File: config.mk
export PLATFORM = sky130hd
export DESIGN_NAME = decode_stage
export DESIGN_NICKNAME = d
export VERILOG_FILES = /design/src/rtl/decode_stage.sv
export SDC_FILE = /design/constraint.sdc
export NUM_CORES = 1
export LEC_CHECK = 0
export BUFFER_PORTS_ARGS = -buffer_cell sky130_fd_sc_hd__buf_2
export CAP_MARGIN = 25
export CORE_MARGIN = 4
export CORE_UTILIZATION = 56
export CTS_BUF_LIST = sky130_fd_sc_hd__clkbuf_4 sky130_fd_sc_hd__clkbuf_8
export CTS_CLUSTER_SIZE = 10
export DETAILED_ROUTE_END_ITERATION = 12
export GPL_TIMING_DRIVEN = 0
export PLACE_DENSITY = 0.87
export SLEW_MARGIN = 20
export SYNTH_ARGS = -nofsm -noshare
export SYNTH_HDL_FRONTEND = slang
export SYNTH_SLANG_ARGS = --single-unit
File: constraint.sdc
create_clock -name clk -period 3.3 [get_ports clk]
set_input_delay 0.165 -clock clk [delete_from_list [all_inputs] [get_ports clk]]
set_output_delay 0.165 -clock clk [all_outputs]
set_load 0.02 [all_outputs]
File: src/rtl/decode_stage.sv
// Handshaked instruction decode stage with a two-entry decoded-record buffer.
// Optional illegal-opcode trap is built when DECODE_ILLEGAL_TRAP_EN is defined.
module decode_stage #(
    parameter int unsigned WORD_W     = 16,
    parameter int unsigned OP_W       = 5,
    parameter int unsigned REG_W      = 5,
    parameter int unsigned COND_W     = 4,
    parameter int unsigned DATA_W     = 16,
    parameter int unsigned IMM_SIGNED = 1,
    parameter int unsigned NUM_OPS    = 24
) (
    input  logic              clk,
    input  logic              rst_n,
    input  logic              flush,
    input  logic              in_valid,
    output logic              in_ready,
    input  logic [WORD_W-1:0] instr,
    output logic              out_valid,
    input  logic              out_ready,
    output logic [OP_W-1:0]   opcode,
    output logic              addr_mode,
    output logic [REG_W-1:0]  reg_idx_a,
    output logic [REG_W-1:0]  reg_idx_b,
    output logic [COND_W-1:0] cond,
    output logic [DATA_W-1:0] imm,
    output logic              illegal,
    output logic              err_sticky
);

    typedef struct packed {
        logic [OP_W-1:0]   opcode;
        logic              addr_mode;
        logic [REG_W-1:0]  reg_a;
        logic [REG_W-1:0]  reg_b;
        logic [COND_W-1:0] cond;
        logic [DATA_W-1:0] imm;
`ifdef DECODE_ILLEGAL_TRAP_EN
        logic              illegal;
`endif
    } rec_t;

    rec_t       dec_c;
    rec_t       head_q, head_d;
    rec_t       tail_q, tail_d;
    logic [1:0] count_q, count_d;
    logic       push_c, pop_c;

    // Decode the incoming word into a record; fields are stored, never recomputed.
    always_comb begin
        dec_c           = '0;
        dec_c.opcode    = instr[WORD_W-1 -: OP_W];
        dec_c.addr_mode = instr[2*REG_W];
        dec_c.reg_a     = instr[2*REG_W-1 -: REG_W];
        dec_c.reg_b     = instr[REG_W-1:0];
        dec_c.cond      = instr[COND_W-1:0];
        if (IMM_SIGNED != 0) begin
            dec_c.imm = DATA_W'($signed(instr[REG_W-1:0]));
        end else begin
            dec_c.imm = DATA_W'(instr[REG_W-1:0]);
        end
`ifdef DECODE_ILLEGAL_TRAP_EN
        dec_c.illegal = (32'(dec_c.opcode) >= 32'(NUM_OPS));
`endif
    end

    assign push_c = in_valid && in_ready && !flush;
    assign pop_c  = out_valid && out_ready && !flush;

    // Head entry drives the outputs directly; tail is the second slot.
    always_comb begin
        count_d = count_q;
        head_d  = head_q;
        tail_d  = tail_q;
        if (flush) begin
            count_d = 2'd0;
        end else begin
            case ({push_c, pop_c})
                2'b10: begin
                    if (count_q == 2'd0) begin
                        head_d = dec_c;
                    end else begin
                        tail_d = dec_c;
                    end
                    count_d = count_q + 2'd1;
                end
                2'b01: begin
                    if (count_q == 2'd2) begin
                        head_d = tail_q;
                    end
                    count_d = count_q - 2'd1;
                end
                2'b11: begin
                    if (count_q == 2'd2) begin
                        head_d = tail_q;
                        tail_d = dec_c;
                    end else begin
                        head_d = dec_c;
                    end
                end
                default: ;
            endcase
        end
    end

    always_ff @(posedge clk or negedge rst_n) begin
        if (!rst_n) begin
            count_q   <= 2'd0;
            head_q    <= '0;
            tail_q    <= '0;
            out_valid <= 1'b0;
            in_ready  <= 1'b1;
        end else begin
            count_q   <= count_d;
            head_q    <= head_d;
            tail_q    <= tail_d;
            out_valid <= (count_d != 2'd0);
            in_ready  <= (count_d != 2'd2);
        end
    end

    assign opcode    = head_q.opcode;
    assign addr_mode = head_q.addr_mode;
    assign reg_idx_a = head_q.reg_a;
    assign reg_idx_b = head_q.reg_b;
    assign cond      = head_q.cond;
    assign imm       = head_q.imm;

`ifdef DECODE_ILLEGAL_TRAP_EN
    logic err_sticky_q;

    // Sticky until reset; illegal words still flow downstream.
    always_ff @(posedge clk or negedge rst_n) begin
        if (!rst_n) begin
            err_sticky_q <= 1'b0;
        end else if (push_c && dec_c.illegal) begin
            err_sticky_q <= 1'b1;
        end
    end

    assign illegal    = head_q.illegal;
    assign err_sticky = err_sticky_q;
`else
    assign illegal    = 1'b0;
    assign err_sticky = 1'b0;
`endif

endmodule

==> results.sh <==
export IMPL_dr_total_vias=1275
export IMPL_status="finished, final reports clean"
export IMPL_synth_cell_types=28
export IMPL_setup_worst_path_start_class="flop"
export IMPL_antenna_found_initial=0
export IMPL_period_needed_ns=2.53
export IMPL_clock_skew_ns=0.0112
export IMPL_worstPathRequired_ns=3.52
export IMPL_ctsHtreeMaxLevel=2
export IMPL_clkTransAtPathRegs_ns=0.11
export IMPL_first_iter_violations=40
export IMPL_cp_end_kind="flop"
export IMPL_cp_slowest_cell="dfstp_2"
export IMPL_fp_dieH_um=66.1
export IMPL_synthCells=142
export IMPL_power_w=0.00182
export IMPL_grt_max_degree=37
export IMPL_power_density_nw_per_um2=782
export IMPL_rsz0062_at_grt="false"
export IMPL_ys_seq_area_share_pct=47.7
export IMPL_hold_viol_final=0
export IMPL_synth_edf_count=0
export IMPL_grt_pass1_wl_um=5690
export IMPL_grt_pass1_vias=1290
export IMPL_die_x_um=66.1
export IMPL_area_growth_pct=23.2
export IMPL_overflow=0
export IMPL_dp_hpwl_um=2770
export IMPL_path_buf_inv=2
export IMPL_place_area_um2=2240
export IMPL_clock_latency_ns=0.34
export IMPL_dieArea_um2=4370
export IMPL_drv_slew=0
export IMPL_nets=234
export IMPL_synth_seq_cells=36
export IMPL_coreArea_um2=3130
export IMPL_power_leakage_nw=1.24
export IMPL_async_reset_ff_share_pct=100
export IMPL_syn_cell_area_um2=1890
export IMPL_clk_path_buf_depth=2
export IMPL_final_area_um2=2330
export IMPL_path_cells="nand2_1 -> or2_2 -> inv_1 -> ha_1 -> o22ai_1 -> a211oi_4 -> buf_6 -> mux2_1"
export IMPL_drc=0
export IMPL_avgSynthCellArea_um2=13.3
export IMPL_clockRootBuffer="clkbuf_4"
export IMPL_hp_class="in -> reg"
export IMPL_place_gp_congestion=0.672
export IMPL_cts_tree="built"
export IMPL_multi_input_area_um2=753
export IMPL_ant_nets=0
export IMPL_yosysWarnings=0
export IMPL_drv_cap=0
export IMPL_crit_path_max_incr_delay_ns=0.54
export IMPL_initial_core_util_pct=60.4
export IMPL_post_route_period_util_pct=76.6
export IMPL_antenna_cells=0
export IMPL_numCtsBuffers=5
export IMPL_worstPathArrival_ns=2.75
export IMPL_crit_fanout=10
export IMPL_fin_setup_tns_ns=0
export IMPL_io_pins=61
export IMPL_finalSetupViolCount=0
export IMPL_grt_util_all_layers_pct=17.2
export IMPL_clock_fmax_mhz=396
export IMPL_routedWlPerCell_um=14.3
export IMPL_vias_per_cell=5.02
export IMPL_ir_drop_v=0.000438
export IMPL_fillers=224
export IMPL_cp_top_family="compound AO/OA/AOI/OAI gates"
export IMPL_regArea_um2=902
export IMPL_ys_flop_type="dfrtp_1"
export IMPL_wl_um=3620
export IMPL_ctsResizeCount=0
export IMPL_drt_first_pass_iters=4
export IMPL_std_cell_rows=20
export IMPL_io_buffers=58
export IMPL_cts_num_sinks=36
export IMPL_critPathKind="reg -> reg"
export IMPL_worstMarginPinSlew_ns=0.773
export IMPL_drive_above_1_share_pct=57.6
export IMPL_relSlewSlack_pct=48.5
export IMPL_postLayoutCoreUtil_pct=74.4
## area by class of cell
class                           count  area share, %
Tap cell                           44           2.36
Sequential cell                    36           38.7
Buffer                             28           9.56
Clock buffer                        6           1.93
Inverter                            4          0.645
Timing Repair Buffer               59           12.9
Multi-Input combinational cell     75           32.3
Clock inverter                      2           1.50
## cells by family after synthesis
logic type      count (synthesis)  share of synthesized area (%)
compound gates                 24                           10.9
mux                            32                           21.1
fa+ha+maj                       4                           2.65
xor+xnor                        2                          0.927
buf+inv                        32                           12.6
other cells                     1                          0.198
simple gates                   11                           3.97
flops                          36                           47.7
## power by group
| part | leakage, nW | switching [W] | internal, W |
|---|---|---|---|
| combinational | 0.756 | 0.000393 | 0.000398 |
| sequential | 0.439 | 0.000111 | 0.000611 |
| clock | 0.0456 | 0.000141 | 0.000167 |
## cell usage after synthesis (2+ instances only)
cell / number / area, µm²
dfrtp_1: 35 / 876
buf_4: 23 / 173
a22o_1: 16 / 140
mux2_2: 12 / 135
mux2_1: 10 / 113
mux2_4: 10 / 150
buf_6: 4 / 45.0
ha_1: 4 / 50.1
inv_1: 4 / 15.0
nand2b_1: 3 / 18.8
a21oi_1: 2 / 10.0
nand2_1: 2 / 7.51
xnor2_1: 2 / 17.5
## layout by cell type (no fill, tap or decap)
master          n
mux2_4         10
buf_4          23
ha_1            4
a21oi_2         1
nand2_1         2
inv_1           4
a21o_1          1
dfrtp_1        35
conb_1          2
nand3b_1        1
mux2_2         12
a22o_1         16
clkbuf_4        6
bufinv_16       1
a211oi_4        1
nor2_1          1
nand2b_1        3
clkinv_2        1
buf_2          59
nand3b_4        1
o22ai_1         1
o21ai_0         1
buf_6           4
dlygate4sd3_1   1
o21a_1          1
or2_2           1
nor3_1          1
a21oi_1         2
mux2_1         10
dfstp_2         1
or3_1           1
xnor2_1         2
## per-stage QoR
stage | cells | setup slack [ns] | hold slack, ns
2_1_floorplan | 143 | 0.933 | -0.131
3_3_place_gp | 245 | 0.886 | 0.270
3_5_place_dp | 245 | 0.786 | 0.289
4_1_cts | 254 | 0.772 | 0.0485
5_1_grt | 254 | 0.655 | 0.0462
6_report | 254 | 0.772 | 0.0567
## repair_timing
action,4_1_cts,5_1_grt
hold endpoints to repair,35,0
buffers inserted,0,0
hold buffers,1,0
## final timing paths
path	from	endpoint	slack (ns)	cells after the start
setup / recovery	in_ready$_DFF_PN1_	tail_q[28]$_DFFE_PN0P_	0.77	8
hold / removal	instr[9]	tail_q[29]$_DFFE_PN0P_	0.06	2
setup reg to reg	in_ready$_DFF_PN1_	tail_q[28]$_DFFE_PN0P_	0.77	8
hold reg to reg	tail_q[33]$_DFFE_PN0P_	tail_q[33]$_DFFE_PN0P_	0.50	1
max in group asynchronous	rst_n	opcode[3]$_DFFE_PN0P_	2.37	2
min in group asynchronous	rst_n	opcode[0]$_DFFE_PN0P_	0.42	2
## layer usage
layer	share of wire, %	GRT usage [%]	up-vias
met1	40	20.4	605
met4	2.3	8.38	0
met5	0	0	-
met3	7.2	3.40	9
met2	50	29.4	50
li1	-	-	611
## flip-flops by register name (all words and copies together), names as in the netlist, 2 cells and up
name,cells
tail_q,16
opcode,5
reg_idx_a,5
count_q,2
reg_idx_b,4
Note: power is estimated with default switching activity, not from simulation.
